--- config.mk ---
export PLATFORM = sky130hd
export DESIGN_NAME = tinker_fetch
export DESIGN_NICKNAME = d
export VERILOG_FILES = /design/src/rtl/tinker_pkg.sv /design/src/rtl/tinker_inst_fifo.sv /design/src/rtl/tinker_fetch.sv
export SDC_FILE = /design/constraint.sdc
export NUM_CORES = 1
export LEC_CHECK = 0
export CAP_MARGIN = 40
export CORE_MARGIN = 5
export CORE_UTILIZATION = 45
export DETAILED_ROUTE_END_ITERATION = 6
export GPL_ROUTABILITY_DRIVEN = 0
export GPL_TIMING_DRIVEN = 0
export PLACE_DENSITY_LB_ADDON = 0.1
export SYNTH_ARGS = -nofsm -noshare
export SYNTH_HDL_FRONTEND = slang
export SYNTH_SLANG_ARGS = --single-unit
--- constraint.sdc ---
create_clock -name clk -period 24.4 [get_ports clk]
set_input_delay 6.1 -clock clk [delete_from_list [all_inputs] [get_ports clk]]
set_output_delay 6.1 -clock clk [all_outputs]
set_load 0.05 [all_outputs]
--- src/rtl/tinker_pkg.sv ---
// Shared types and constants for the Tinker fetch unit.
// Holds the fetch FSM enum, the buffered entry layout and a PC helper.
package tinker_pkg;

  localparam int XLEN   = 64;
  localparam int INST_W = 32;

  localparam logic [XLEN-1:0] TINKER_RESET_PC = 64'h2000;

  typedef enum logic {
    FETCH = 1'b0,
    FLUSH = 1'b1
  } fetch_state_t;

  typedef struct packed {
    logic [XLEN-1:0]   pc;
    logic [INST_W-1:0] word;
  } fetch_ent_t;

  function automatic logic [XLEN-1:0] align_pc(
    input logic [XLEN-1:0] a
  );
    return {a[XLEN-1:2], 2'b00};
  endfunction

endpackage

--- src/rtl/tinker_inst_fifo.sv ---
// Instruction buffer: DEPTH entries of {pc, word}, registered head.
// Ports: clk, reset, flush, push/wdata, pop, rdata (head), count.
module tinker_inst_fifo
  import tinker_pkg::*;
#(
  parameter int DEPTH = 2
)(
  input  logic                         clk,
  input  logic                         reset,
  input  logic                         flush,
  input  logic                         push,
  input  fetch_ent_t                   wdata,
  input  logic                         pop,
  output fetch_ent_t                   rdata,
  output logic [$clog2(DEPTH+1)-1:0]   count
);

  localparam int PW = (DEPTH > 1) ? $clog2(DEPTH) : 1;
  localparam int CW = $clog2(DEPTH+1);

  fetch_ent_t      r_mem [DEPTH];
  logic [PW-1:0]   r_wp;
  logic [PW-1:0]   r_rp;
  logic [CW-1:0]   r_cnt;

  // Pointers wrap at DEPTH, which need not be a power of two.
  function automatic logic [PW-1:0] bump(
    input logic [PW-1:0] p
  );
    return (p == PW'(DEPTH-1)) ? '0 : p + PW'(1);
  endfunction

  always_ff @(posedge clk or posedge reset) begin
    if (reset) begin
      for (int i = 0; i < DEPTH; i++) begin
        r_mem[i] <= '0;
      end
      r_wp  <= '0;
      r_rp  <= '0;
      r_cnt <= '0;
    end else if (flush) begin
      r_wp  <= '0;
      r_rp  <= '0;
      r_cnt <= '0;
    end else begin
      if (push) begin
        r_mem[r_wp] <= wdata;
        r_wp        <= bump(r_wp);
      end
      if (pop) begin
        r_rp <= bump(r_rp);
      end
      unique case ({push, pop})
        2'b10:   r_cnt <= r_cnt + CW'(1);
        2'b01:   r_cnt <= r_cnt - CW'(1);
        default: r_cnt <= r_cnt;
      endcase
    end
  end

  assign rdata = r_mem[r_rp];
  assign count = r_cnt;

endmodule

--- src/rtl/tinker_fetch.sv ---
// Tinker instruction fetch: PC, in-order memory requests, buffered words.
// Ports: mem_req_*/mem_rsp_* to imem, inst_* to decode, redirect_* from EX.
module tinker_fetch
  import tinker_pkg::*;
#(
  parameter logic [XLEN-1:0] RESET_PC = TINKER_RESET_PC,
  parameter int              DEPTH    = 2
)(
  input  logic              clk,
  input  logic              reset,
  output logic              mem_req_valid,
  input  logic              mem_req_ready,
  output logic [XLEN-1:0]   mem_req_addr,
  input  logic              mem_rsp_valid,
  input  logic [INST_W-1:0] mem_rsp_data,
  output logic              inst_valid,
  input  logic              inst_ready,
  output logic [INST_W-1:0] inst_word,
  output logic [XLEN-1:0]   inst_pc,
  input  logic              redirect_valid,
  input  logic [XLEN-1:0]   redirect_pc
);

  localparam int CW = $clog2(DEPTH+1);

  fetch_state_t    r_state;
  fetch_state_t    w_state_nx;
  logic [XLEN-1:0] r_pc;
  logic [XLEN-1:0] w_pc_nx;
  logic [XLEN-1:0] r_rsp_pc;
  logic [XLEN-1:0] w_rsp_pc_nx;
  logic [XLEN-1:0] w_redir_pc;
  logic [CW-1:0]   r_outst;
  logic [CW-1:0]   w_outst_nx;
  logic [CW-1:0]   r_drop;
  logic [CW-1:0]   w_drop_nx;
  logic [CW-1:0]   w_occ;
  logic [CW:0]     w_inflight;
  logic            w_credit;
  logic            w_acc;
  logic            w_pop;
  logic            w_push;
  logic            w_drop_rsp;
  fetch_ent_t      w_ent;
  fetch_ent_t      w_head;

  assign w_redir_pc = align_pc(redirect_pc);

  // Buffer slots are reserved at request time, so in-flight plus
  // buffered never exceeds DEPTH and the FIFO cannot overflow.
  assign w_inflight = {1'b0, r_outst} + {1'b0, w_occ};
  assign w_credit   = w_inflight < (CW+1)'(DEPTH);

  assign mem_req_valid = !reset && (r_state == FETCH) && w_credit;
  assign mem_req_addr  = r_pc;

  assign w_acc      = mem_req_valid && mem_req_ready;
  assign w_pop      = inst_valid && inst_ready;
  assign w_drop_rsp = mem_rsp_valid && (r_drop != '0);
  assign w_push     = mem_rsp_valid && !w_drop_rsp && !redirect_valid;

  // r_rsp_pc is the PC of the oldest request whose word will be kept.
  assign w_ent = '{pc: r_rsp_pc, word: mem_rsp_data};

  always_comb begin
    w_outst_nx  = r_outst + CW'(w_acc) - CW'(mem_rsp_valid);
    w_pc_nx     = r_pc;
    w_rsp_pc_nx = r_rsp_pc;
    w_drop_nx   = r_drop;
    w_state_nx  = r_state;
    if (w_acc) begin
      w_pc_nx = r_pc + XLEN'(4);
    end
    if (w_push) begin
      w_rsp_pc_nx = r_rsp_pc + XLEN'(4);
    end
    if (w_drop_rsp) begin
      w_drop_nx = r_drop - CW'(1);
    end
    if (redirect_valid) begin
      // Everything still in flight after this cycle is old-path.
      w_pc_nx     = w_redir_pc;
      w_rsp_pc_nx = w_redir_pc;
      w_drop_nx   = w_outst_nx;
      w_state_nx  = (w_outst_nx != '0) ? FLUSH : FETCH;
    end else begin
      unique case (r_state)
        FLUSH:   if (w_drop_nx == '0) w_state_nx = FETCH;
        default: w_state_nx = r_state;
      endcase
    end
  end

  always_ff @(posedge clk or posedge reset) begin
    if (reset) begin
      r_state  <= FETCH;
      r_pc     <= RESET_PC;
      r_rsp_pc <= RESET_PC;
      r_outst  <= '0;
      r_drop   <= '0;
    end else begin
      r_state  <= w_state_nx;
      r_pc     <= w_pc_nx;
      r_rsp_pc <= w_rsp_pc_nx;
      r_outst  <= w_outst_nx;
      r_drop   <= w_drop_nx;
    end
  end

  tinker_inst_fifo #(
    .DEPTH (DEPTH)
  ) u_fifo (
    .clk   (clk),
    .reset (reset),
    .flush (redirect_valid),
    .push  (w_push),
    .wdata (w_ent),
    .pop   (w_pop),
    .rdata (w_head),
    .count (w_occ)
  );

  assign inst_valid = (w_occ != '0);
  assign inst_word  = w_head.word;
  assign inst_pc    = w_head.pc;

endmodule

==> results.py, run 1 <==
metrics = {
    "route": {
        "drt_first_pass_iters": 5,
        "via_per_inst": 5.89,
        "wirelength_um": 49400,
        "wl_met3_um": 3490,
        "drc": 0,
        "routedWlPerCell_um": 22.7,
        "wl_met1_um": 22400,
        "drt-initial-drc-count": 919,
        "vias": 12836,
        "wl_met2_um": 22000,
        "ant_nets": 0,
        "maxUsedRoutingLayer": "met4",
    },
    "cells_and_area": {
        "num-nets-final": 1803,
        "seq_area_sq_um": 8040,
        "nFillCells": 3073,
        "n_antenna_cell": 0,
        "area_growth_pct": 27.5,
        "final_cell_area_sq_um": 20500,
        "post-route-util_pct": 57.9,
        "drive_above_1_share_pct": 23.6,
        "multi_input_comb_area_sq_um": 7690,
    },
    "cts": {
        "post_cts_buffers": 0,
        "tritoncts": "yes",
        "cts_buffers": 37,
        "cts_sinks": 321,
        "clockBufferDepth": 3,
        "htreeDepth": 2,
        "clkTransAtPathRegs_ns": 0.06,
        "cts-root-buf": "clkbuf_16",
        "clock_latency_ns": 0.52,
        "ctsHoldBuffers": 0,
        "cts_resized": 0,
    },
    "floorplanning": {
        "placementRows": 69,
        "io_pins": 264,
        "die_x_um": 199,
        "core_area_sq_um": 35400,
        "design.die.area_sq_um": 39600,
        "start_util_pct": 45.5,
        "die_y_um": 199,
    },
    "pwr": {
        "cellLeakagePower_nw": 8.19,
        "ir_drop_mv": 0.0863,
        "p_per_area_nw_per_um2": 118,
    },
    "run": {
        "maxCapViolCount": 0,
    },
    "yosys": {
        "muxShareOfSynthArea_pct": 23.0,
        "yosysMostFrequentCell": "mux2_2",
        "synth-xor-area-share_pct": 3.54,
        "syn_avg_cell_area_sq_um": 11.6,
        "synthAdderAreaFrac_pct": 0.513,
        "syn_area_sq_um": 16100,
        "synthFlopType": "dfrtp_1",
        "netlist_instances": 1393,
        "ys_warn_count": 0,
        "yosysSeqAreaShare_pct": 49.9,
        "netlist_top_cells_count": "mux2_2 (323), dfrtp_1 (319), nor2_1 (68)",
        "synth-seq-cells": 321,
        "synth_top_family_by_area": "multiplexers",
        "synth_cell_types": 59,
        "netlist.area_leader.share_pct": 49.6,
        "synth_compound_area_share_pct": 6.14,
        "synth-simple-area-share_pct": 14.6,
        "synthArstFlopShare_pct": 100,
        "synth_top_area_cell": "dfrtp_1",
        "netlist_top_cells_area": "dfrtp_1 (50%), mux2_2 (23%), xnor2_1 (2.2%)",
        "synth_edf_count": 0,
    },
    "min_path": {
        "hp-start": "u_fifo.r_mem[95]",
        "min_to": "u_fifo.r_mem[95]",
        "hp-class": "register to register",
        "min_path_cells": 2,
    },
    "setup_path": {
        "r2r-start": "u_fifo.count[0]",
        "worstPathMaxFanout": 6,
        "start_kind": "input pin",
        "r2r_slack_ns": 20.62,
        "rr_worst_depth": 9,
        "cp-end-kind": "primary output",
        "criticalPathCategory": "input pin to primary output",
        "crit_arrival_ns": 8.39,
        "cp-startpoint": "reset",
        "cp_data_required_time_ns": 18.30,
        "worstReg2RegEnd": "mem_req_addr[29]",
    },
    "timing": {
        "tightest_slew_ns": 0.877,
        "hold_violations": 0,
        "max_freq_mhz": 69.0,
        "fin_setup_tns_ns": 0,
        "rsz0062_at_grt": "no",
        "maxSlewHeadroom_pct": 41.5,
        "finalCritPeriodShare_pct": 59.4,
        "skew_ns": 0.0140,
        "min_period_ns": 14.49,
        "slew_violations": 0,
        "setup_viol": 0,
    },
    "status": {
        "status": "finished clean",
    },
    "global_route": {
        "grt-ovfl-total": 0,
        "track_usage_pct": 24.4,
        "grt_pass1_wl_um": 75500,
        "grt_max_degree": 97,
        "grt_pass1_vias": 12794,
        "antenna_found_initial": 0,
    },
    "placement": {
        "hpwl_um": 36700,
        "portBuffers": 256,
        "placed_cell_area_sq_um": 19300,
    },
}
[metrics by stage]
stage                     worst slack [ns]  cells  total power [mW]  hold WS, ns
after floorplan                       9.42   1396              1.54        0.444
after global placement                5.29   2113              1.87        0.459
after detailed placement              9.99   2117              1.89        0.468
after CTS                             9.97   2180              2.44        0.481
after global routing                  9.87   2180              2.53        0.512
final                                 9.91   2180              2.42        0.478
[flip-flops by register name, indices dropped and copies added (netlist names)]
register and count:
mem_req_addr 62, u_fifo.r_mem 188, r_outst 2, u_fifo.r_wp 1
u_fifo.r_rp 1, r_drop 2, r_state 1, u_fifo.count 2
r_rsp_pc 62
[layer usage]
layer | track usage, % | up-vias
met2 | 36.9 | 527
met1 | 36.4 | 6442
met5 | 0 | -
met3 | 3.91 | 89
met4 | 7.67 | 0
li1 | - | 5778
[layout make-up]
cell class / count / share of cell area, %
timing repair buffer: 260 / 12.9
inverter: 18 / 0.366
multi-input combinational: 981 / 37.5
sequential: 321 / 39.2
clock inverter: 7 / 0.213
clock buffer: 56 / 5.51
tap: 461 / 2.81
buffer: 76 / 1.48
[logic make-up after synthesis]
family | Yosys count
AO/OA/AOI/OAI | 144
XOR/XNOR | 65
adder cells (fa/ha/maj) | 6
buffers and inverters | 94
flip-flops | 321
multiplexers | 329
other | 1
AND/OR/NAND/NOR | 433
[worst max path at each step]
| stage | end |
|---|---|
| global route | mem_req_valid |
| global placement | r_rsp_pc[51] |
| finish | mem_req_valid |
| CTS | mem_req_valid |
| floorplan | mem_req_addr[10] |
| detailed placement | mem_req_valid |
[power by group]
part,leakage [nW],switching (mW),internal (mW)
clock,0.575,0.217,0.319
combinational,3.72,0.633,0.436
sequential,3.89,0.109,0.703
[worst max-delay path, stage by stage]
cell             delay, ns
clkdlybuf4s50_1       0.51
or4_1                 0.55
clkbuf_1              0.23
inv_1                 0.17
clkdlybuf4s50_1       0.83
[placed cells by master, fill, tap and decap left out, types with 7 or more instances in the layout]
| cell type | n |
|---|---|
| clkbuf_1 | 67 |
| and4_1 | 7 |
| o31ai_1 | 16 |
| xnor2_1 | 41 |
| and3_1 | 22 |
| or3_1 | 20 |
| or4_1 | 15 |
| clkbuf_8 | 9 |
| nor4_1 | 41 |
| clkbuf_16 | 39 |
| nor3_1 | 42 |
| a211oi_1 | 11 |
| xor2_1 | 24 |
| nand2_1 | 64 |
| nand3_1 | 58 |
| inv_1 | 17 |
| a31oi_1 | 25 |
| o21ai_0 | 27 |
| o31a_1 | 30 |
| buf_1 | 10 |
| nor2_1 | 68 |
| a21oi_1 | 17 |
| dfrtp_1 | 319 |
| nand2b_1 | 13 |
| nand4_1 | 55 |
| clkdlybuf4s50_1 | 256 |
| mux2_2 | 323 |
Power figures use the tool's default switching activity.
==> inputs of run 2 (changes only) <==
==> constraint.sdc (replaced) <==
create_clock -name clk -period 12.62 [get_ports clk]
set_input_delay 3.155 -clock clk [delete_from_list [all_inputs] [get_ports clk]]
set_output_delay 3.155 -clock clk [all_outputs]
set_load 0.05 [all_outputs]
==> results of run 2 <==
The final DEF is identical to that of run 1. Status: finished clean.
Among the figures that moved: setup slack after placement 9.99 ns -> 4.10 ns; setup slack after layout 9.91 ns -> 4.02 ns; register-to-register setup slack 20.62 ns -> 8.84 ns; total power 2.42 mW -> 4.67 mW; worst IR drop on VDD 0.0863 mV -> 0.167 mV
==> inputs of run 3 (changes only) <==
==> constraint.sdc (replaced) <==
create_clock -name clk -period 8.6 [get_ports clk]
set_input_delay 2.15 -clock clk [delete_from_list [all_inputs] [get_ports clk]]
set_output_delay 2.15 -clock clk [all_outputs]
set_load 0.05 [all_outputs]
==> run 3 against run 2 <==
Clock skew up 0.0012 ns; clock power up 49%; via count down 1.2%; first-iteration DRC count up 9.1%; total power up 47%; design area up 0.80%; hold slack better by 0.0013 ns; wire length down 0.73%; combinational power up 46%; register-to-register slack worse by 4.0 ns; critical path type unchanged; critical endpoint unchanged; largest cell class unchanged; largest power group unchanged; highest routed layer unchanged.
==> results.py, run 3 (synthesis gave the netlist of run 1 again) <==
metrics = {
    "setup_path": {
        "start_kind": "input pin",
        "r2r-start": "u_fifo.count[0]",
        "r2r_slack_ns": 4.88,
        "cp_top_family": "buffers and inverters",
        "rr_worst_depth": 10,
        "cp_data_required_time_ns": 6.45,
        "crit_arrival_ns": 4.35,
        "worstPathMaxFanout": 6,
        "worstReg2RegEnd": "mem_req_addr[42]",
        "cp-startpoint": "reset",
        "cp_slowest_cell": "clkdlybuf4s50_1",
        "criticalPathCategory": "input pin to primary output",
        "cp_common_cell": "clkdlybuf4s50_1",
        "critPathMaxStageDelay_ns": 0.83,
        "cp.depth": 5,
        "cp-end-kind": "primary output",
        "path_cells": "clkdlybuf4s50_1 -> or4_1 -> clkbuf_1 -> inv_1 -> clkdlybuf4s50_1",
        "crit_buf_inv": 4,
    },
    "timing": {
        "setup_viol": 0,
        "slew_violations": 0,
        "min_period_ns": 6.50,
        "finalCritPeriodShare_pct": 75.6,
        "skew_ns": 0.0152,
        "rsz0062_at_grt": "no",
        "tightest_slew_ns": 0.908,
        "max_freq_mhz": 154,
        "hold_violations": 0,
        "maxSlewHeadroom_pct": 39.5,
    },
    "cts": {
        "cts_resized": 0,
        "clockBufferDepth": 3,
        "post_cts_buffers": 0,
        "htreeDepth": 2,
        "clkTransAtPathRegs_ns": 0.06,
        "clock_latency_ns": 0.52,
        "cts_buffers": 37,
        "ctsHoldBuffers": 0,
        "tritoncts": "yes",
        "cts-root-buf": "clkbuf_16",
        "cts_sinks": 321,
    },
    "placement": {
        "portBuffers": 256,
        "placedCellCount": 2125,
        "hpwl_um": 37600,
    },
    "route": {
        "ant_nets": 0,
        "drt-initial-drc-count": 1003,
        "via_per_inst": 5.78,
        "vias": 12686,
        "wirelength_um": 49000,
        "drc": 0,
        "drt_first_pass_iters": 5,
        "routedWlPerCell_um": 22.4,
    },
    "cells_and_area": {
        "num-nets-final": 1811,
        "finalNonFillerCells": 2193,
        "regMostFlops": "u_fifo.r_mem",
        "largest_reg_flops": 188,
        "n_antenna_cell": 0,
        "drive_above_1_share_pct": 23.8,
        "area_growth_pct": 28.5,
        "post-route-util_pct": 58.4,
        "layout_common_cells": "mux2_2 (323), dfrtp_1 (319), clkdlybuf4s50_1 (256)",
        "final_common_cell": "mux2_2",
    },
    "pwr": {
        "p_sw_mw": 2.71,
        "seqPwrFrac_pct": 33.4,
        "ir_drop_mv": 0.238,
        "swShare_pct": 39.4,
        "p_per_area_nw_per_um2": 333,
        "internal-power_mw": 4.17,
        "cellLeakagePower_nw": 8.27,
        "comb_power_share_pct": 44.1,
        "power_frac_clock_pct": 22.5,
    },
    "global_route": {
        "grt_busiest_layer": "met2",
        "grt_use_met3_pct": 3.88,
        "grt-ovfl-total": 0,
        "antenna_found_initial": 0,
        "grt_max_degree": 39,
        "track_usage_pct": 24.5,
        "grt_pass1_wl_um": 75600,
        "grt_pass1_vias": 12620,
        "use_met1_pct": 36.7,
        "gr-usage-met2_pct": 37.3,
    },
    "floorplanning": {
        "die_x_um": 199,
        "io_pins": 264,
        "die_y_um": 199,
        "placementRows": 69,
        "design.die.area_sq_um": 39600,
        "core_area_sq_um": 35400,
        "start_util_pct": 45.5,
    },
    "run": {
        "maxCapViolCount": 0,
    },
    "status": {
        "status": "finished clean",
    },
    "min_path": {
        "min_to": "u_fifo.r_mem[78]",
        "hp-start": "u_fifo.r_mem[78]",
        "hp-class": "register to register",
        "min_path_cells": 2,
    },
}
==> run 3: worst register-to-register path: cells and delay by family, from the launching register on <==
kind / cells / cell delay, ns
fa+ha+maj: 1 / 0.43
compound gates: 1 / 0.20
simple gates: 5 / 1.83
flops: 1 / 0.42
buf+inv: 3 / 0.75
==> run 3: worst max path at each step <==
stage	endpoint	slack, ns
2_1_floorplan	mem_req_addr[10]	2.17
6_report	mem_req_valid	2.10
5_1_grt	mem_req_valid	2.05
3_5_place_dp	mem_req_valid	2.15
4_1_cts	mem_req_valid	2.14
3_3_place_gp	mem_req_addr[47]	-0.17
==> run 3: area by class of cell <==
class | count | area [sq um]
tap | 461 | 577
inverter | 18 | 71.3
sequential | 321 | 8040
clock buffer | 61 | 1140
multi-input combinational | 981 | 7690
buffer | 76 | 304
fill | 3078 | 14700
timing repair buffer | 268 | 2790
clock inverter | 7 | 63.8
==> run 3: power groups by stage <==
stage | combinational [mW] | clock (mW) | sequential, mW
2_1_floorplan | 2.04 | 0 | 2.33
4_1_cts | 3.07 | 1.58 | 2.30
3_5_place_dp | 3.05 | 0 | 2.32
6_report | 3.03 | 1.55 | 2.30
5_1_grt | 3.20 | 1.64 | 2.37
3_3_place_gp | 3.01 | 0 | 2.30
==> run 3: routing by layer <==
metal | part of all wire, % | vias up
met3 | 7.1 | 91
met2 | 45 | 473
met1 | 45 | 6326
met5 | 0 | -
met4 | 2.6 | 0
li1 | - | 5796
==> run 3: through the flow <==
stage | instance area, sq um | total power, mW | TNS [ns] | setup slack (ns) | hold WS, ns
floorplan | 16100 | 4.37 | 0 | 2.17 | 0.444
global placement | 19200 | 5.31 | -47.27 | -0.169 | 0.454
detailed placement | 19500 | 5.38 | 0 | 2.15 | 0.470
CTS | 20700 | 6.95 | 0 | 2.14 | 0.483
global route | 20700 | 7.22 | 0 | 2.05 | 0.510
finish | 20700 | 6.89 | 0 | 2.10 | 0.479
